<file path="src/rtl/systolic_input_feeder.sv">
// systolic_input_feeder
//
// Upstream stage of the PE array. It accepts one A tile (N rows x K) and one
// B tile (K x N columns) through a valid/ready handshake. It then replays
// them as diagonally skewed, zero-padded operand streams, one element per
// lane per cycle, with acc_en_o high on every streamed beat. After that it
// waits for the array's done pulse before it accepts another tile.
//
// Ports:
//   clk           clock; all state updates on the rising edge
//   rstn          asynchronous active-low reset
//   load_valid_i  tile_a_i / tile_b_i carry a valid tile
//   load_ready_o  feeder can accept a tile (IDLE only)
//   tile_a_i      A[i][k] at [(i*K+k)*MAC_WIDTH +: MAC_WIDTH]
//   tile_b_i      B[k][j] at [(k*N+j)*MAC_WIDTH +: MAC_WIDTH]
//   data_a_o      registered A stream, lane i at [i*MAC_WIDTH +: MAC_WIDTH]
//   data_b_o      registered B stream, lane j at [j*MAC_WIDTH +: MAC_WIDTH]
//   acc_en_o      PE accumulate enable, high on every streamed beat
//   pe_done_i     done pulse from the PE array (sampled in WAIT_DONE only)
//   busy_o        high while streaming or waiting for done
//   tile_done_o   one-cycle pulse when the tile is fully processed
module systolic_input_feeder #(
  parameter int MAC_WIDTH = 9,
  parameter int N         = 2,
  parameter int K         = 2
) (
  input  logic                     clk,
  input  logic                     rstn,
  input  logic                     load_valid_i,
  output logic                     load_ready_o,
  input  logic [N*K*MAC_WIDTH-1:0] tile_a_i,
  input  logic [K*N*MAC_WIDTH-1:0] tile_b_i,
  output logic [N*MAC_WIDTH-1:0]   data_a_o,
  output logic [N*MAC_WIDTH-1:0]   data_b_o,
  output logic                     acc_en_o,
  input  logic                     pe_done_i,
  output logic                     busy_o,
  output logic                     tile_done_o
);

  localparam int BEATS = K + N - 1;
  localparam int CW    = (BEATS > 1) ? $clog2(BEATS) : 1;
  localparam logic [CW-1:0] LAST_BEAT = CW'(BEATS - 1);

  localparam logic [1:0] ST_IDLE      = 2'd0;
  localparam logic [1:0] ST_STREAM    = 2'd1;
  localparam logic [1:0] ST_WAIT_DONE = 2'd2;

  logic [1:0]               state_q, state_d;
  logic [CW-1:0]            t_q, t_d;
  logic [N*K*MAC_WIDTH-1:0] tile_a_q, tile_a_d;
  logic [K*N*MAC_WIDTH-1:0] tile_b_q, tile_b_d;
  logic [N*MAC_WIDTH-1:0]   data_a_q, data_a_d;
  logic [N*MAC_WIDTH-1:0]   data_b_q, data_b_d;
  logic                     acc_en_q, acc_en_d;
  logic                     busy_q, busy_d;
  logic                     tile_done_q, tile_done_d;

  logic [N*K*MAC_WIDTH-1:0] src_a;
  logic [K*N*MAC_WIDTH-1:0] src_b;
  logic [CW-1:0]            beat_t;
  logic [N*MAC_WIDTH-1:0]   skew_a;
  logic [N*MAC_WIDTH-1:0]   skew_b;

  // Values for the beat that gets loaded on the coming edge. On the
  // handshake edge the tile is not yet captured, so beat 0 is taken straight
  // from the inputs. While streaming, the next beat comes from the captured
  // copy. Lane i of A is delayed by i beats and lane j of B by j beats.
  // Positions outside the tile are zero padding.
  always_comb begin
    int kk;
    kk     = 0;
    src_a  = (state_q == ST_IDLE) ? tile_a_i : tile_a_q;
    src_b  = (state_q == ST_IDLE) ? tile_b_i : tile_b_q;
    beat_t = (state_q == ST_IDLE) ? '0 : t_q + 1'b1;
    skew_a = '0;
    skew_b = '0;
    for (int i = 0; i < N; i++) begin
      kk = int'(beat_t) - i;
      if (kk >= 0 && kk < K) begin
        skew_a[i*MAC_WIDTH +: MAC_WIDTH] = src_a[(i*K + kk)*MAC_WIDTH +: MAC_WIDTH];
        skew_b[i*MAC_WIDTH +: MAC_WIDTH] = src_b[(kk*N + i)*MAC_WIDTH +: MAC_WIDTH];
      end
    end
  end

  always_comb begin
    state_d     = state_q;
    t_d         = t_q;
    tile_a_d    = tile_a_q;
    tile_b_d    = tile_b_q;
    data_a_d    = data_a_q;
    data_b_d    = data_b_q;
    acc_en_d    = acc_en_q;
    busy_d      = busy_q;
    tile_done_d = 1'b0;
    case (state_q)
      ST_IDLE: begin
        if (load_valid_i) begin
          tile_a_d = tile_a_i;
          tile_b_d = tile_b_i;
          t_d      = '0;
          data_a_d = skew_a;
          data_b_d = skew_b;
          acc_en_d = 1'b1;
          busy_d   = 1'b1;
          state_d  = ST_STREAM;
        end
      end
      ST_STREAM: begin
        if (t_q == LAST_BEAT) begin
          data_a_d = '0;
          data_b_d = '0;
          acc_en_d = 1'b0;
          state_d  = ST_WAIT_DONE;
        end else begin
          t_d      = t_q + 1'b1;
          data_a_d = skew_a;
          data_b_d = skew_b;
        end
      end
      ST_WAIT_DONE: begin
        if (pe_done_i) begin
          tile_done_d = 1'b1;
          busy_d      = 1'b0;
          state_d     = ST_IDLE;
        end
      end
      default: begin
        state_d = ST_IDLE;
      end
    endcase
  end

  always_ff @(posedge clk or negedge rstn) begin
    if (!rstn) begin
      state_q     <= ST_IDLE;
      t_q         <= '0;
      tile_a_q    <= '0;
      tile_b_q    <= '0;
      data_a_q    <= '0;
      data_b_q    <= '0;
      acc_en_q    <= 1'b0;
      busy_q      <= 1'b0;
      tile_done_q <= 1'b0;
    end else begin
      state_q     <= state_d;
      t_q         <= t_d;
      tile_a_q    <= tile_a_d;
      tile_b_q    <= tile_b_d;
      data_a_q    <= data_a_d;
      data_b_q    <= data_b_d;
      acc_en_q    <= acc_en_d;
      busy_q      <= busy_d;
      tile_done_q <= tile_done_d;
    end
  end

  // Ready is gated by rstn so that it stays low while reset is held.
  assign load_ready_o = (state_q == ST_IDLE) && rstn;
  assign data_a_o     = data_a_q;
  assign data_b_o     = data_b_q;
  assign acc_en_o     = acc_en_q;
  assign busy_o       = busy_q;
  assign tile_done_o  = tile_done_q;

endmodule

</file>
<file path="config.mk">
export PLATFORM = sky130hd
export DESIGN_NAME = systolic_input_feeder
export DESIGN_NICKNAME = d
export VERILOG_FILES = /design/src/rtl/systolic_input_feeder.sv
export SDC_FILE = /design/constraint.sdc
export NUM_CORES = 1
export LEC_CHECK = 0
export CAP_MARGIN = 30
export CORE_MARGIN = 10
export CORE_UTILIZATION = 25
export DETAILED_ROUTE_END_ITERATION = 16
export SETUP_SLACK_MARGIN = 0.05
export SYNTH_ARGS = -nofsm -noshare
export SYNTH_HDL_FRONTEND = slang
export SYNTH_SLANG_ARGS = --single-unit
</file>
<file path="constraint.sdc">
create_clock -name clk -period 3.2 [get_ports clk]
set_input_delay 0.64 -clock clk [delete_from_list [all_inputs] [get_ports clk]]
set_output_delay 0.64 -clock clk [all_outputs]
set_load 0.05 [all_outputs]
</file>
==> results.tsv, run 1 <==
stage	metric	value	unit
global_routing	largest net degree at the start of global routing	116	
global_routing	Congestion Overflow GR	0	
yosys	Synth area leader	dfrtp_1	
global_routing	via count of the first global-routing pass	4139	
clock_network	maximum clock path buffer count	2	
clock_network	clock buffers created by TritonCTS	17	
yosys	ranking of synthesized cells by area	dfrtp_1 55%, mux2_1 12%, nand2_1 6.0%	
placement	pre-CTS worst setup slack	0.8493	ns
yosys	EDFF count, synth	0	
yosys	Top FF cell, synth	dfrtp_1	
floorplanning	Die X-Extent	165.1	um
timing	post-route setup slack	0.7652	ns
cells_and_area	most frequent cells in the layout	114 x dfrtp_1, 113 x clkdlybuf4s50_1, 83 x nand2_1	
pwr	PD cells	1098	nW/um2
detailed_routing	DR vias	4043	
yosys	Yosys cell types	45	
cells_and_area	post-route cell area	7338	um2
yosys	Synth warnings	0	
pwr	peak supply drop	0.4900	mV
clock_network	clk_lat worst skew	0.41	ns
worst_setup_path	crit-path max cell delay	0.40	ns
worst_setup_path	Critical R2R Launch	t_q[0]	
timing	Pins Over Slew Limit	0	
floorplanning	Core Box Area	20890	um2
clock_network	post-cts sizing count	0	
yosys	sequential cell area fraction in the yosys report	0.5471	
flow_run	Max Cap Violations	0	
clock_network	postcts setup bufs	0	
placement	Final Wtd Congestion	0.8641	
floorplanning	Initial Util	0.2518	
worst_setup_path	Crit path depth	4	
detailed_routing	final WL	15530	um
timing	Hold Vio Cnt, Final	0	
placement	hpwl dp	11410	um
cells_and_area	final core utilization	0.3513	
clock_network	CTS tree	done	
floorplanning	FP Rows	53	
timing	unrepaired setup endpoints after global routing	no	
detailed_routing	via/cell ratio	4.548	
clock_network	H-tree depth	4	
yosys	Mapped Area	5260	um2
clock_network	CTS root buf	clkbuf_16	
clock_network	cts hold-fix bufs	0	
detailed_routing	DRC Markers	0	
placement	dpl cell area	6750	um2
worst_setup_path	reg2reg path depth	9	
placement	number of port buffers	115	
worst_setup_path	Critical Path Source	state_q[0]	
worst_setup_path	Crit path required time	2.56	ns
detailed_routing	Wirelength per Cell	17.47	um
cells_and_area	share of cells above drive strength 1	0.09625	
worst_setup_path	CP max-delay cell	nor2_4	
yosys	Seq cells post-synth	115	
pwr	Overall Power	8.059	mW
worst_setup_path	critical path startpoint category	register	
global_routing	initial antenna violation count	0	
clock_network	Reg clk slew, reported paths	0.06	ns
cells_and_area	multi-input combinational cell area	2201	um2
detailed_routing	DRC marker count from the first detailed-route iteration	242	
timing	setup TNS	0	ns
cells_and_area	Register Area	2879	um2
worst_setup_path	worst-path cell chain	buf_4, nor2_4, and2_1, buf_12	
detailed_routing	drt pass-1 iters	4	
cells_and_area	# nets final	679	
floorplanning	I/O pins	116	
global_routing	first-pass GRT wire length	24440	um
clock_network	CTS sink cnt	115	
worst_setup_path	CP arrival	1.79	ns
floorplanning	Die Y	165.1	um
worst_hold_path	Hold Crit Class	primary input to async pin	
worst_setup_path	Crit. End Element	output port	
detailed_routing	Antenna Violating Nets Remaining	0	
timing	highest achievable clock rate	0.4107	GHz
timing	Slew @ Worst Pin	0.7777	ns
cells_and_area	commonest non-fill, non-tap cell in the layout	dfrtp_1	
yosys	average cell area after synthesis	10.85	um2
floorplanning	Die Footprint	27240	um2
timing	Tcrit/Tclk final	0.7609	
worst_setup_path	critical path class	register to output port	
pwr	Leak	3.100	nW
yosys	share of the synthesized area in the top cell type	0.5471	
cells_and_area	area grow syn2layout	39.51	%
outcome	status	completed	
yosys	Post-Synthesis Net Count	564	
yosys	Async S/R FF share, synth	1.000	
worst_setup_path	CP delay by family, top	simple AND/OR/NAND/NOR gates	
cells_and_area	fill cell count	2115	
worst_setup_path	CP Max Fanout	20	
worst_setup_path	buffers and inverters on the worst path	2	
timing	setup violators final	0	
timing	Rel. slew slack	0.4815	
timing	Final Critical Period	2.435	ns
yosys	Syn Inst Count	485	
global_routing	total track usage	0.1164	
timing	post-route clock skew	0.006858	ns
[Yosys cell counts (2+ instances only)]
master     instances
a22oi_1            4
and2_1             3
mux2_1            58
nand2_1           84
or3_1              2
o211ai_1           2
buf_4              4
inv_2              3
buf_1              2
nand3_1            5
o31ai_1            8
nor2_1            22
ha_1               3
clkbuf_1           8
a221o_1            2
nand4_1            4
inv_1              7
nor2b_1            4
a31oi_1            7
o21ai_1           34
a2bb2oi_1          2
dfrtp_1          115
nor3_1             2
nand2b_1           3
a22o_1            10
mux2i_1           20
o22ai_1            2
nor3b_1            4
a21oi_1           23
buf_2             19
o21ai_0            5
[registers in the layout, indices dropped and copies added (netlist names)]
| register | flops |
|---|---|
| tile_a_q | 36 |
| tile_b_q | 36 |
| data_a_o | 18 |
| data_b_o | 18 |
| state_q | 2 |
| t_q | 2 |
| acc_en_o | 1 |
| busy_o | 1 |
| tile_done_o | 1 |
[metal layers]
metal  vias up  share of wire  global-route usage
li1       1948              -                   -
met1      1986           0.45              0.1510
met2        90           0.49              0.1805
met3        19          0.047             0.03223
met4         0          0.018             0.04509
met5         -              0                   0
[layout make-up]
type,instances,area share
Sequential cell,115,0.3923
Multi-Input combinational cell,327,0.2999
Timing Repair Buffer,129,0.1756
Clock buffer,17,0.05797
Tap cell,275,0.04689
Clock inverter,15,0.02182
Inverter,10,0.005115
Antenna cell,1,0.0003410
[cell families (layout without fill, tap and decap cells)]
family / after synthesis / count (layout) / synth area share
flip-flops: 115 / 115 / 0.5471
AO/OA/AOI/OAI: 107 / 107 / 0.1273
AND/OR/NAND/NOR: 137 / 137 / 0.1132
multiplexers: 80 / 80 / 0.1672
other: 0 / 1 / 0
buffers and inverters: 43 / 171 / 0.03806
adder cells (fa/ha/maj): 3 / 3 / 0.007137
[worst paths after layout]
check                               end  slack, ns
max                        load_ready_o       0.77
min                         tile_b_q[4]       0.31
max reg2reg                data_a_o[17]       0.95
min reg2reg                 tile_b_q[9]       0.47
max in group asynchronous        t_q[0]       2.36
min in group clk            tile_b_q[9]       0.47
[through the flow]
stage               instances  hold slack [ns]
floorplan                 485           0.3444
global placement          856           0.4631
detailed placement        856           0.4641
CTS                       888           0.3723
global route              888           0.3458
finish                    889           0.3055
[power by group]
group	internal, mW	switching (mW)
Combinational	1.45	2.26
Sequential	2.11	0.383
Clock	1.15	0.705
Total	4.71	3.35
Note: power is estimated with default switching activity, not from simulation.
==> run 2: changes to the inputs <==
clock period = 2 ns   (was 3.2 ns; I/O delays follow)
==> run 2 against run 1 <==
Effect of this change: wire length up 3.2%; critical path depth rose by 5; cell count grew 1.8%; clock power increased by 85%; non-clock buffer count increased by 17; highest routed layer is now met5; combinational power increased by 76%; first-iteration DRC count is 11% lower; clock skew up 0.0036 ns.
==> results.tsv, run 2 (synthesized netlist as in run 1, its figures left out) <==
stage	metric	value	unit	change
outcome	status	completed		
worst_setup_path	critical path startpoint category	register		
detailed_routing	DRC Markers	0		unchanged
clock_network	clk_lat worst skew	0.41	ns	about the same
floorplanning	Initial Util	0.2518		unchanged
timing	Pins Over Slew Limit	0		unchanged
worst_setup_path	reg-to-reg setup timing slack	0.13	ns	-0.82 ns
global_routing	Global Route met2 Usage	0.2002		+0.01973
floorplanning	Core Box Area	20890	um2	unchanged
detailed_routing	final WL	16030	um	+3.2%
cells_and_area	# nets final	696		+2.5%
placement	hpwl dp	11750	um	+2.9%
clock_network	clock buffers created by TritonCTS	17		unchanged
floorplanning	Die X-Extent	165.1	um	unchanged
cells_and_area	multi-input combinational cell area	2282	um2	+3.7%
timing	Hold Vio Cnt, Final	0		unchanged
floorplanning	Die Footprint	27240	um2	unchanged
global_routing	largest net degree at the start of global routing	116		unchanged
timing	post-route clock skew	0.01046	ns	+0.003603 ns
pwr	PD cells	1834	nW/um2	+67%
worst_setup_path	CP Max Fanout	11		-45%
timing	setup TNS	0	ns	unchanged
cells_and_area	Final Non-Filler Cells	905		+1.8%
detailed_routing	drt pass-1 iters	4		unchanged
timing	Slew @ Worst Pin	0.6461	ns	-0.1316 ns
timing	Final Critical Period	1.868	ns	
clock_network	CTS root buf	clkbuf_16		
detailed_routing	Antenna Violating Nets Remaining	0		unchanged
clock_network	CTS tree	done		
worst_setup_path	Critical R2R Launch	t_q[0]		
worst_setup_path	reg2reg path depth	9		unchanged
cells_and_area	share of cells above drive strength 1	0.1765		+0.08022
detailed_routing	DRC marker count from the first detailed-route iteration	215		-11%
timing	unrepaired setup endpoints after global routing	no		
flow_run	Max Cap Violations	0		unchanged
timing	Rel. slew slack	0.5693		+0.08773
clock_network	CTS sink cnt	115		unchanged
global_routing	total track usage	0.1213		+0.004827
cells_and_area	Register Area	2879	um2	unchanged
detailed_routing	Wirelength per Cell	17.71	um	+1.4%
pwr	Leak	3.372	nW	+8.8%
global_routing	most used routing layer	met2		
global_routing	first-pass GRT wire length	25260	um	+3.4%
worst_setup_path	critical path class	register to register		
cells_and_area	most frequent cells in the layout	114 x dfrtp_1, 81 x nand2_1, 74 x clkdlybuf4s50_1		
floorplanning	FP Rows	53		unchanged
global_routing	via count of the first global-routing pass	4323		+4.4%
placement	# placed instances	871		+1.8%
worst_setup_path	RR Endpoint	data_b_o[17]		
worst_setup_path	Crit. End Element	register		
timing	setup violators final	0		unchanged
worst_hold_path	Hold Crit Class	primary input to async pin		
pwr	peak supply drop	0.6027	mV	+23%
global_routing	Congestion Overflow GR	0		unchanged
cells_and_area	area grow syn2layout	44.58	%	
cells_and_area	largest registers	tile_a_q (36), tile_b_q (36)		
detailed_routing	DR vias	4090		+1.2%
global_routing	GR Util met3	0.04338		+0.01116
global_routing	GR Layer Usage met1	0.1424		-0.008606
cells_and_area	fill cell count	2073		-2.0%
placement	dpl cell area	6897	um2	+2.2%
placement	Final Wtd Congestion	0.8739		+1.1%
clock_network	cts hold-fix bufs	0		unchanged
placement	number of port buffers	115		unchanged
clock_network	Reg clk slew, reported paths	0.06	ns	about the same
timing	highest achievable clock rate	0.5353	GHz	
detailed_routing	via/cell ratio	4.519		-0.63%
worst_setup_path	CP arrival	2.14	ns	+0.35 ns
clock_network	maximum clock path buffer count	2		unchanged
worst_setup_path	Crit path required time	2.27	ns	-0.29 ns
floorplanning	I/O pins	116		unchanged
global_routing	initial antenna violation count	2		+2
clock_network	H-tree depth	4		unchanged
floorplanning	Die Y	165.1	um	unchanged
cells_and_area	post-route cell area	7605	um2	+3.6%
timing	Tcrit/Tclk final	0.9340		
timing	final hold slack	0.07495	ns	-0.2306 ns
cells_and_area	commonest non-fill, non-tap cell in the layout	dfrtp_1		
==> run 2: cell types whose count changed in the layout (fill, tap and decap cells not counted), sizes merged <==
cell,delta
bufinv,+4
inv,-2
clkdlybuf4s50,-39
clkbuf,+1
buf,+39
clkinvlp,-4
dlygate4sd2,+17
==> run 2: worst max path at each step <==
stage                start            to  slack (ns)
floorplan           t_q[0]  data_b_o[17]      -0.002
global placement    t_q[0]  data_a_o[16]       -0.09
detailed placement  t_q[0]  data_a_o[17]       -0.12
CTS                 t_q[0]  data_a_o[17]        0.06
global route        t_q[0]  data_b_o[17]        0.06
finish              t_q[0]  data_b_o[17]        0.13
==> run 2: layout make-up <==
type                    instances  share of cell area
diodes                          1           0.0003291
clock buffers                  18             0.05775
clock inverters                13             0.03060
inverters                      10            0.006252
multi-input cells             327              0.3001
flip-flops and latches        115              0.3786
well taps                     275             0.04525
repair buffers                146              0.1811
==> run 2: critical path, stage by stage (launching register included) <==
cell	delay, ns
dfrtp_2	0.42
inv_8	0.04
ha_4	0.30
inv_4	0.05
nand2_4	0.06
ha_4	0.16
buf_4	0.18
nor3b_1	0.07
o31ai_1	0.32
a31oi_1	0.14
==> run 2: through the flow <==
step	setup WS, ns	util	power, mW
2_1_floorplan	-0.001701	-	8.359
3_3_place_gp	-0.09429	0.3302	10.40
3_5_place_dp	-0.1239	0.3302	10.49
4_1_cts	0.06003	0.3619	13.95
5_1_grt	0.05788	0.3639	14.90
6_report	0.1319	0.3641	13.94
==> run 2: routing by layer <==
layer	routed length [um]	vias up	share of wire
met5	17	-	0.0011
met4	288	2	0.018
li1	-	1977	-
met2	7982	88	0.50
met3	1040	20	0.065
met1	6704	2003	0.42
==> run 2: timing repair <==
action	CTS	global route
setup buffers	1	1
gates cloned	0	0
pin swaps	1	5
setup endpoints to repair	32	8
resized for setup	19	10
==> run 2: where the power goes <==
part	switching, mW	internal (mW)	total, mW
logic	3.85	2.67	6.52
registers	0.628	3.37	4.00
clock network	1.06	2.36	3.43
